==> config.mk <==
export PLATFORM = sky130hd
export DESIGN_NAME = axis_adc_decimator
export DESIGN_NICKNAME = d
export VERILOG_FILES = /design/src/rtl/axis_adc_decimator.sv
export SDC_FILE = /design/constraint.sdc
export NUM_CORES = 1
export LEC_CHECK = 0
export BUFFER_PORTS_ARGS = -buffer_cell sky130_fd_sc_hd__buf_4
export CORE_AREA = 8 8 132 134
export CTS_CLUSTER_SIZE = 12
export DETAILED_ROUTE_END_ITERATION = 6
export DIE_AREA = 0 0 140 142
export SLEW_MARGIN = 0
export SYNTH_ARGS = -nofsm -noshare
export SYNTH_HDL_FRONTEND = slang
export SYNTH_SLANG_ARGS = --single-unit
==> constraint.sdc <==
create_clock -name aclk -period 8.01 [get_ports aclk]
set_input_delay 0.801 -clock aclk [delete_from_list [all_inputs] [get_ports aclk]]
set_output_delay 0.801 -clock aclk [all_outputs]
set_load 0.01 [all_outputs]
==> src/rtl/axis_adc_decimator.sv <==
// Block-averaging decimator: sums 2^L ADC samples and emits one average per block on an AXI-Stream master.
// Optional build macro DECIM_ROUND_EN selects round-half-up with 16-bit saturation instead of truncation.
module axis_adc_decimator #(
  parameter int LOG2_MAX  = 10,
  parameter int CNT_WIDTH = 16
) (
  input  logic                 aclk,
  input  logic                 aresetn,
  input  logic                 cfg_en,
  input  logic [3:0]           cfg_log2,
  input  logic                 s_axis_tvalid,
  input  logic [31:0]          s_axis_tdata,
  output logic                 s_axis_tready,
  output logic                 m_axis_tvalid,
  input  logic                 m_axis_tready,
  output logic [31:0]          m_axis_tdata,
  output logic                 sts_overrun,
  output logic [CNT_WIDTH-1:0] sts_overrun_cnt
);

  // state   | meaning
  // IDLE    | disabled; accumulator and counter held at zero
  // LOAD    | one cycle; latch clamped exponent for the first block
  // ACCUM   | accept samples; re-latch exponent at each block boundary

  localparam int AW = 16 + LOG2_MAX;
  localparam int CW = LOG2_MAX + 1;
  localparam logic [3:0] LMAX = 4'(LOG2_MAX);

  localparam logic [1:0] S_IDLE  = 2'd0;
  localparam logic [1:0] S_LOAD  = 2'd1;
  localparam logic [1:0] S_ACCUM = 2'd2;

  logic [1:0]           state;
  logic [3:0]           lr;
  logic [3:0]           lr_cfg;
  logic signed [AW-1:0] acc;
  logic signed [AW-1:0] sample_ext;
  logic signed [AW-1:0] sum;
  logic [CW-1:0]        cnt;
  logic [CW-1:0]        blk_last;
  logic                 accept;
  logic                 done;
  logic [15:0]          avg;
  logic [15:0]          avg_q;

  assign s_axis_tready = 1'b1;

  always_comb begin
    lr_cfg     = (cfg_log2 > LMAX) ? LMAX : cfg_log2;
    sample_ext = {{LOG2_MAX{s_axis_tdata[15]}}, s_axis_tdata[15:0]};
    sum        = acc + sample_ext;
    blk_last   = (CW'(1) << lr) - CW'(1);
    accept     = (state == S_ACCUM) && cfg_en && s_axis_tvalid;
    done       = accept && (cnt == blk_last);
  end

`ifdef DECIM_ROUND_EN
  localparam logic signed [AW:0] SAT_HI = (AW+1)'(32767);
  localparam logic signed [AW:0] SAT_LO = (AW+1)'(-32768);

  logic signed [AW:0] sum_w;
  logic signed [AW:0] rnd;
  logic signed [AW:0] shifted;
  logic               unused_bits;

  always_comb begin
    sum_w   = {sum[AW-1], sum};
    rnd     = (lr == 4'd0) ? '0 : ((AW+1)'(1) << (lr - 4'd1));
    shifted = (sum_w + rnd) >>> lr;
    if (shifted > SAT_HI)
      avg = 16'h7fff;
    else if (shifted < SAT_LO)
      avg = 16'h8000;
    else
      avg = shifted[15:0];
  end

  assign unused_bits = ^s_axis_tdata[31:16];
`else
  logic signed [AW-1:0] shifted;
  logic                 unused_bits;

  always_comb begin
    shifted = sum >>> lr;
    avg     = shifted[15:0];
  end

  // The average of 16-bit samples always fits in 16 bits; upper bits are sign copies.
  assign unused_bits = ^{s_axis_tdata[31:16], shifted[AW-1:16]};
`endif

  always_ff @(posedge aclk or negedge aresetn) begin
    if (!aresetn) begin
      state <= S_IDLE;
      lr    <= 4'd0;
      acc   <= '0;
      cnt   <= '0;
    end else begin
      case (state)
        S_IDLE: begin
          acc <= '0;
          cnt <= '0;
          if (cfg_en)
            state <= S_LOAD;
        end
        S_LOAD: begin
          acc   <= '0;
          cnt   <= '0;
          lr    <= lr_cfg;
          state <= cfg_en ? S_ACCUM : S_IDLE;
        end
        S_ACCUM: begin
          if (!cfg_en) begin
            state <= S_IDLE;
            acc   <= '0;
            cnt   <= '0;
          end else if (s_axis_tvalid) begin
            if (done) begin
              // Next block starts on the very next accept with the new exponent.
              acc <= '0;
              cnt <= '0;
              lr  <= lr_cfg;
            end else begin
              acc <= sum;
              cnt <= cnt + CW'(1);
            end
          end
        end
        default: begin
          state <= S_IDLE;
          acc   <= '0;
          cnt   <= '0;
        end
      endcase
    end
  end

  always_ff @(posedge aclk or negedge aresetn) begin
    if (!aresetn) begin
      m_axis_tvalid   <= 1'b0;
      avg_q           <= 16'h0000;
      sts_overrun     <= 1'b0;
      sts_overrun_cnt <= '0;
    end else begin
      if (done) begin
        if (!m_axis_tvalid || m_axis_tready) begin
          m_axis_tvalid <= 1'b1;
          avg_q         <= avg;
        end else begin
          sts_overrun <= 1'b1;
          if (sts_overrun_cnt != {CNT_WIDTH{1'b1}})
            sts_overrun_cnt <= sts_overrun_cnt + CNT_WIDTH'(1);
        end
      end else if (m_axis_tvalid && m_axis_tready) begin
        m_axis_tvalid <= 1'b0;
      end
    end
  end

  assign m_axis_tdata = {avg_q, avg_q};

endmodule

## Yosys cells after proc, flatten, opt, wreduce, memory -nomap -nowiden

Index checks and enable logic that the tools add are counted.

- Register bits: 77
- Output and inout port bits: 51
- Word-level logic and storage cells: 62

- $add $sub $neg: 4
- Order comparisons: 1
- Equal/unequal tests: 11
- Shift operators: 2
- Multiplexer cells: 20
- Bitwise gates (word level): 1
- Reduce and logical (&&, ||, !) cells: 15

Operators with widths:

| cell | number |
|---|---|
| two-way mux 26 bit | 4 |
| two-way mux 11 bit | 4 |
| adder 26 x 16 -> 26 bit | 1 |
| >>> shifter 26 x 4 -> 16 bit | 1 |
| adder 16 x 1 -> 16 bit, second input constant | 1 |
| two-way mux 4 bit | 4 |
| != test 16 bit, second input constant | 1 |
| adder 11 x 1 -> 11 bit, second input constant | 1 |
| equality test 11 bit | 1 |
| left shift 1 x 4 -> 11 bit, first input constant | 1 |
| subtractor 11 x 2 -> 11 bit, second input constant | 1 |
| != test 2 bit, second input constant | 5 |
| case mux 4 bit (2 select lines) | 1 |
| AND reduction 2 bit | 4 |
| two-way mux 2 bit | 3 |
| case mux 2 bit (3 select lines) | 1 |
| > comparator 4 bit, second input constant | 1 |
| logical AND 1 bit | 4 |
| AND reduction 4 bit | 1 |
| nonzero test 2 bit | 2 |
| two-way mux 1 bit | 3 |
| != test 3 bit, second input constant | 1 |
| AND reduction 3 bit | 1 |
| equality test 2 x 1 -> 1 bit, second input constant | 1 |
| 6 further kinds | 6 |

## Depth between registers and ports, before layout

Gate-level depths: netlist of the first run.

- Depth in word-level cells: 8
- Mapped depth: 18
- Mapped depth without buffers: 13

## Least setup slack after synthesis of the first run

No wires, ideal clock.

- Kind: register to register
- Start point: register lr[0]
- End point: register avg_q[11]
- Arrival: 3.863 ns
- Data required time: 7.890 ns
- Path slack: 4.027 ns
- Stages on the path, launching flop included: 18
- Path buffers: 7
- Period minus slack after synthesis: 3.983 ns
- Cells stage by stage: dfrtp_1 buf_6 clkbuf_1 clkbuf_1 clkbuf_1 clkbuf_1 nand2_1 ha_1 clkbuf_1 nand2_1 a21oi_1 or3_1 a211oi_2 nand4_2 or3_1 buf_6 a22o_1 a31o_1

- Cells in the longest elaborated chain, start to end: 5
- Elaborated cells on any way between the ends: 6
- Those cells by class: 1 x add/sub; 1 x eq/ne; 2 x shift; 2 x reduce/logical

Ends and longest elaborated chain:

| item | RTL line | text |
|---|---|---|
| from (decl) | 35 | `logic [3:0] lr;` |
| from (signal assigned) | 110 | `lr <= lr_cfg;` |
| from (signal assigned) | 123 | `lr <= lr_cfg;` |
| left shift 1 x 4 -> 11 bit | 53 | `blk_last = (CW'(1) << lr) - CW'(1);` |
| subtractor 11 x 2 -> 11 bit | 53 |  |
| equality test 11 bit | 55 | `done = accept && (cnt == blk_last);` |
| logical AND 1 bit | 55 |  |
| AND reduction 2 bit (no line) | - |  |
| to (signal assigned) | 149 | `avg_q <= avg;` |
| to (decl) | 45 | `logic [15:0] avg_q;` |

Parallel ways exist; a longest one is shown, timed or not.
A chain may end at the register's enable or synchronous reset.

## Worst setup path in the final report of the first run

- Start point: register lr[1]
- End point: register cnt[5]

- Cells in the longest elaborated chain, start to end: 8

Ends and longest elaborated chain:

| item | RTL line | text |
|---|---|---|
| left shift 1 x 4 -> 11 bit | 53 |  |
| subtractor 11 x 2 -> 11 bit | 53 |  |
| equality test 11 bit | 55 |  |
| logical AND 1 bit | 55 |  |
| two-way mux 11 bit | 119 | `if (done) begin` |
| two-way mux 11 bit | 118 | `end else if (s_axis_tvalid) begin` |
| two-way mux 11 bit | 114 | `if (!cfg_en) begin` |
| two-way mux 11 bit | 100 | `case (state)` |
| to (signal assigned) | 126 | `cnt <= cnt + CW'(1);` |
| to (decl) | 40 | `logic [CW-1:0] cnt;` |

Every way passes these cells. The select of a mux whose other input is x is not followed.

==> impl_metrics.yaml, run 1 <==
status:
  status: "finished clean"
logic_synthesis:
  synth.top_cell.area_share: 0.2868
  synth_warnings: 0
  synth_area_leaders: "dfrtp_1 29%, ha_1 5.2%, o21ai_0 5.1%, nand2_1 4.9%, a21oi_1 4.3%"
  yosys-top-cells-count: "88 x nand2_1, 77 x dfrtp_1, 68 x o21ai_0"
  synth_top_cell_by_area: "dfrtp_1"
  syn_avg_cell_area_um2: 8.243
  synth_seq_cells: 77
  ys.flop_type: "dfrtp_1"
  synth.distinct_cells: 74
  async_reset_ff_frac: 1.000
  postSynthCellCount: 815
  synth-edff-count: 0
  yosysMostFrequentCell: "nand2_1"
  syn_area_um2: 6718
  seq_area_frac_synth: 0.2868
  syn-num-nets: 885
clock_tree:
  cts_max_level: 3
  clk_pin_slew_ns: 0.07
  cts_root_buffer: "clkbuf_16"
  postCtsResizedCells: 0
  cts.sinks: 77
  max-clock-path-buffers: 2
  cts_tree: "built"
  hold_buffers: 0
  cts_buffers: 9
  post_cts_buffers: 0
  clk_latency_ns: 0.35
floorplanning:
  die_w_um: 140
  io-pin-count: 92
  coreArea_um2: 15420
  die-area_um2: 19880
  start_util: 0.4355
  die_h_um: 142
  rows: 46
drt:
  drc: 0
  num_vias: 6428
  avgRoutedWirePerCell_um: 19.82
  detail-route-antenna-nets: 0
  totalWireLength_um: 20470
  avgViaCountPerCell: 6.223
  dr.pass1.iters: 5
  drt_iter0_drc: 490
grt:
  overflow: 0
  grt_pass1_vias: 6219
  grt_pass1_wl_um: 33120
  grt_use_met2: 0.3338
  grt_start_max_net_pins: 78
  grt_use_met1: 0.2669
  grt_most_used_layer: "met2"
  grt.met3_usage: 0.03489
  grt_antenna_before_repair: 0
  grtUsageTotal: 0.2064
placement:
  portBuffers: 74
  gp_congestion: 0.8975
  hpwlAfterDp_um: 15150
  postPlaceCellArea_um2: 7211
worst_hold_path:
  hold_class: "reg -> reg"
cells_and_area:
  antenna_cells: 0
  fillCellCount: 1527
  nets: 906
  drive_gt1_frac: 0.1641
  seq_area_um2: 1927
  final_cell_area_um2: 7493
  multi_input_area_um2: 4390
  syn2layout_area_growth_pct: 11.55
pwr:
  p_comb_frac: 0.452
  p_switching_uw: 639.1
  p_int_uw: 875.5
  vdd_ir_drop_max_mv: 0.1285
  clkPwrFrac: 0.266
  netSwitchingFraction: 0.4220
  p_leak_nw: 3.324
  pwr_density_cell_nw_per_um2: 202.1
  seq_power_share: 0.282
setup_path:
  worst_path_largest_cell_delay_ns: 0.80
  critical-path-top-delay-family: "simple AND/OR/NAND/NOR gates"
  endpoint_kind: "flop"
  cpMaxStageDelayCell: "nand2b_1"
  path_class: "reg -> reg"
  critPathRequiredTime_ns: 8.23
  critPathLaunchType: "flop"
  worstPathArrival_ns: 4.78
  worstPathBufferInverterCount: 0
  crit_top_cell: "o21ai_0"
  r2r_setup_slack_ns: 3.45
  critPathMaxFanout: 30
  cp_cell_sequence: "or2_2 -> nor2_1 -> nand2_1 -> ha_1 -> or3_1 -> a21oi_1 -> o21ai_0 -> a211oi_2 -> nand4_2 -> nand2b_1 -> nor2_1 -> o21ai_0 -> o21ai_0"
sta:
  fmax_mhz: 219.4
  rsz0062_at_grt: "no"
  finalHoldViolations: 0
  worst_pin_slew_ns: 1.056
  tns_ns: 0
  setup_viol: 0
  maxSlewHeadroom: 0.2959
  fin_crit_ns: 4.558
  period_share: 0.5690
  slew_viol_final: 0
  skew_ns: 0.01115
run:
  drv_cap: 0
## power by group through the flow
stage	clock network, mW	logic, mW	registers (mW)
floorplan	0	0.508	0.418
global placement	0	0.659	0.433
detailed placement	0	0.669	0.434
CTS	0.412	0.672	0.426
global route	0.427	0.738	0.429
finish	0.403	0.685	0.427
## placed cells by master (no fill, tap or decap), types with 16 or more instances in the layout
cell type / n
a21oi_1: 58
a22o_1: 18
buf_4: 81
dfrtp_1: 77
ha_1: 28
mux2i_1: 17
nand2_1: 88
nand3_1: 30
nor2_1: 63
nor3_1: 16
o21ai_0: 68
xnor2_1: 31
xor2_1: 16
## cells by family (layout without fill, tap and decap cells)
kind of cell	Yosys count	after routing	share of synthesized area
muxes	38	38	0.07897
adders and majority gates	29	29	0.05513
DFF	77	77	0.2868
xor gates and xnor gates	47	47	0.06128
and+or+nand+nor	289	289	0.2116
AOI/OAI and AO/OA	251	251	0.2453
other	1	1	0.0005582
buffers and inverters	83	109	0.06035
## state kept, by name (all words and copies together), names as in the netlist
register	flops
acc	26
m_axis_tvalid	1
lr	4
cnt	11
avg_q	16
state	2
sts_overrun	1
sts_overrun_cnt	16
## metrics by stage
step | hold WS, ns | setup WS (ns) | std cells | util | total power, mW
3_5_place_dp | 0.4450 | 3.500 | 1017 | 0.4675 | 1.103
3_3_place_gp | 0.4407 | 3.650 | 1017 | 0.4675 | 1.092
2_1_floorplan | 0.4538 | 4.027 | 815 | - | 0.9262
6_report | 0.4583 | 3.452 | 1033 | 0.4858 | 1.515
4_1_cts | 0.4609 | 3.476 | 1033 | 0.4858 | 1.511
5_1_grt | 0.4749 | 3.065 | 1033 | 0.4858 | 1.594
## layout make-up
type,count,share of cell area
Multi-Input combinational cell,655,0.5859
Timing Repair Buffer,81,0.08115
Clock buffer,9,0.03006
Clock inverter,7,0.007681
Inverter,12,0.006011
Tap cell,192,0.03206
Sequential cell,77,0.2571
## routing by layer
layer | share of wire | vias to the layer above
met5 | 0 | -
met4 | 0.032 | 0
met3 | 0.054 | 51
met2 | 0.47 | 233
met1 | 0.44 | 3102
li1 | - | 3042
## path summary, 6_finish.rpt
check                       startpoint          end  depth (start not counted)
max                              lr[1]       cnt[5]                         13
min                        sts_overrun  sts_overrun                          1
max reg2reg                      lr[1]       cnt[5]                         13
min reg2reg                sts_overrun  sts_overrun                          1
max in group asynchronous      aresetn       acc[8]                          1
min in group asynchronous      aresetn      acc[24]                          1
(Power assumes the default switching activity.)
==> run 2: changes to the inputs <==
PLACE_DENSITY = 0.66   (was unset)
clock period = 4.15 ns   (was 8.01 ns; I/O delays follow)
==> run 2 against run 1 <==
Effect of this change:
- via count is 1.6% lower
- first-iteration DRC count is 8.6% higher
- routed wire length down 5.4%
- global-route usage decreased by 1.0 points
- final cell count increased by 0.68%
- flip-flop and latch count did not move
- clock power up 110%
- core utilization rose by 0.47 points
- clock-buffer cell count did not move
- critical endpoint is now avg_q[11]
==> impl_metrics.yaml, run 2 (synthesis results as in run 1) <==
status:
  status: "finished clean"
grt:
  grt_antenna_before_repair: 0
  grt_pass1_wl_um: 31510
  grt_start_max_net_pins: 78
  grtUsageTotal: 0.1962
  grt_pass1_vias: 5986
  overflow: 0
setup_path:
  worstPathArrival_ns: 4.09
  cp_cell_sequence: "or2_2 -> nor2_1 -> nand2_1 -> ha_1 -> or3_1 -> a21oi_1 -> o21ai_0 -> a211oi_2 -> nand4_2 -> or3_1 -> a22o_1 -> a31o_1"
  critPathLaunchType: "flop"
  path_class: "reg -> reg"
  critPathMaxFanout: 20
  worst_path_largest_cell_delay_ns: 0.70
  cpMaxStageDelayCell: "or3_1"
  endpoint_kind: "flop"
  critical-path-top-delay-family: "simple AND/OR/NAND/NOR gates"
  worstPathBufferInverterCount: 0
  crit_top_cell: "or3_1"
  critPathRequiredTime_ns: 4.39
cells_and_area:
  nets: 913
  reg_top3: "acc (26), avg_q (16), sts_overrun_cnt (16)"
  multi_input_area_um2: 4388
  largest_register_ffs: 26
  final_cell_mix: "88 x nand2_1, 88 x buf_4, 77 x dfrtp_1"
  largest-register: "acc"
  drive_gt1_frac: 0.1698
  seq_area_um2: 1927
  antenna_cells: 0
  fillCellCount: 1506
  syn2layout_area_growth_pct: 12.63
  final_cell_area_um2: 7566
pwr:
  seq_power_share: 0.270
  p_comb_frac: 0.447
  pwr_density_cell_nw_per_um2: 392.8
  p_leak_nw: 3.370
  clkPwrFrac: 0.283
  netSwitchingFraction: 0.4064
  vdd_ir_drop_max_mv: 0.2301
  power.total_mw: 2.972
  p_int_mw: 1.764
  p_switching_mw: 1.208
floorplanning:
  die_h_um: 142
  rows: 46
  start_util: 0.4355
  coreArea_um2: 15420
  die-area_um2: 19880
  die_w_um: 140
  io-pin-count: 92
clock_tree:
  hold_buffers: 0
  clk_pin_slew_ns: 0.07
  cts.sinks: 77
  max-clock-path-buffers: 2
  cts_root_buffer: "clkbuf_16"
  post_cts_buffers: 0
  cts_buffers: 9
  clk_latency_ns: 0.36
  cts_max_level: 3
  postCtsResizedCells: 0
  cts_tree: "built"
run:
  drv_cap: 0
placement:
  gp_congestion: 0.8913
  portBuffers: 74
  postPlaceCellArea_um2: 7261
  hpwlAfterDp_um: 14290
sta:
  fin_crit_ns: 3.855
  maxSlewHeadroom: 0.3242
  setup_viol: 0
  period_share: 0.9289
  rsz0062_at_grt: "no"
  tns_ns: 0
  skew_ns: 0.01104
  worst_pin_slew_ns: 1.014
  finalHoldViolations: 0
  slew_viol_final: 0
  fmax_mhz: 259.4
drt:
  detail-route-antenna-nets: 0
  num_vias: 6327
  totalWireLength_um: 19360
  drc: 0
  drt_iter0_drc: 532
  avgViaCountPerCell: 6.084
  avgRoutedWirePerCell_um: 18.62
  dr.pass1.iters: 5
worst_hold_path:
  hold_class: "in -> async"
## run 2: changes by cell type in the layout (fill, tap and decap cells not counted)
cell,delta
buf_4,+7
bufinv_16,+1
clkinv_4,-1
clkinvlp_4,-1
inv_6,+1
nor2b_1,+1
nor2b_2,-1
## run 2: power by group through the flow
stage	Clock (mW)	Sequential, mW	Combinational [mW]
2_1_floorplan	0	0.808	0.980
3_3_place_gp	0	0.816	1.30
3_5_place_dp	0	0.818	1.30
4_1_cts	0.855	0.803	1.31
5_1_grt	0.881	0.808	1.45
6_report	0.840	0.803	1.33
## run 2: per-layer routing
metal,share of wire,global-route usage,vias up
met4,0.032,0.08857,0
met3,0.053,0.03321,36
met5,0,0,-
met2,0.48,0.3179,189
met1,0.44,0.2526,3035
li1,-,-,3067
## run 2: worst paths after layout
| kind | from | to | slack (ns) | cells past startpoint |
|---|---|---|---|---|
| hold / removal | aresetn | acc[23] | 0.21 | 1 |
| setup / recovery | lr[1] | avg_q[11] | 0.29 | 12 |
| min in group aclk | cfg_en | state[1] | 0.27 | 2 |
| setup reg to reg | lr[1] | avg_q[11] | 0.29 | 12 |
| hold reg to reg | sts_overrun | sts_overrun | 0.48 | 1 |
| max in group asynchronous | aresetn | sts_overrun_cnt[5] | 3.26 | 1 |
## run 2: final cells by class
type | instances | area share
Sequential cell | 77 | 0.2547
Multi-Input combinational cell | 655 | 0.5800
Clock inverter | 7 | 0.01058
Inverter | 12 | 0.005953
Timing Repair Buffer | 88 | 0.08732
Clock buffer | 9 | 0.02977
Tap cell | 192 | 0.03175
## run 2: worst register-to-register path: stages, from the launching register on
cell and delay [ns]:
dfrtp_1 0.37, or2_2 0.35, nor2_1 0.18, nand2_1 0.08, ha_1 0.34, or3_1 0.41, a21oi_1 0.16, o21ai_0 0.15
a211oi_2 0.24, nand4_2 0.22, or3_1 0.70, a22o_1 0.35, a31o_1 0.18
## run 2: metrics by stage
stage	hold slack, ns	util	setup slack (ns)	cells
after floorplan	0.1194	-	0.1669	815
after global placement	0.4418	0.4707	0.4213	1024
after detailed placement	0.4739	0.4707	0.3425	1024
after CTS	0.2695	0.4905	0.3268	1040
after global routing	0.2894	0.4905	0.05473	1040
final	0.2136	0.4905	0.2949	1040
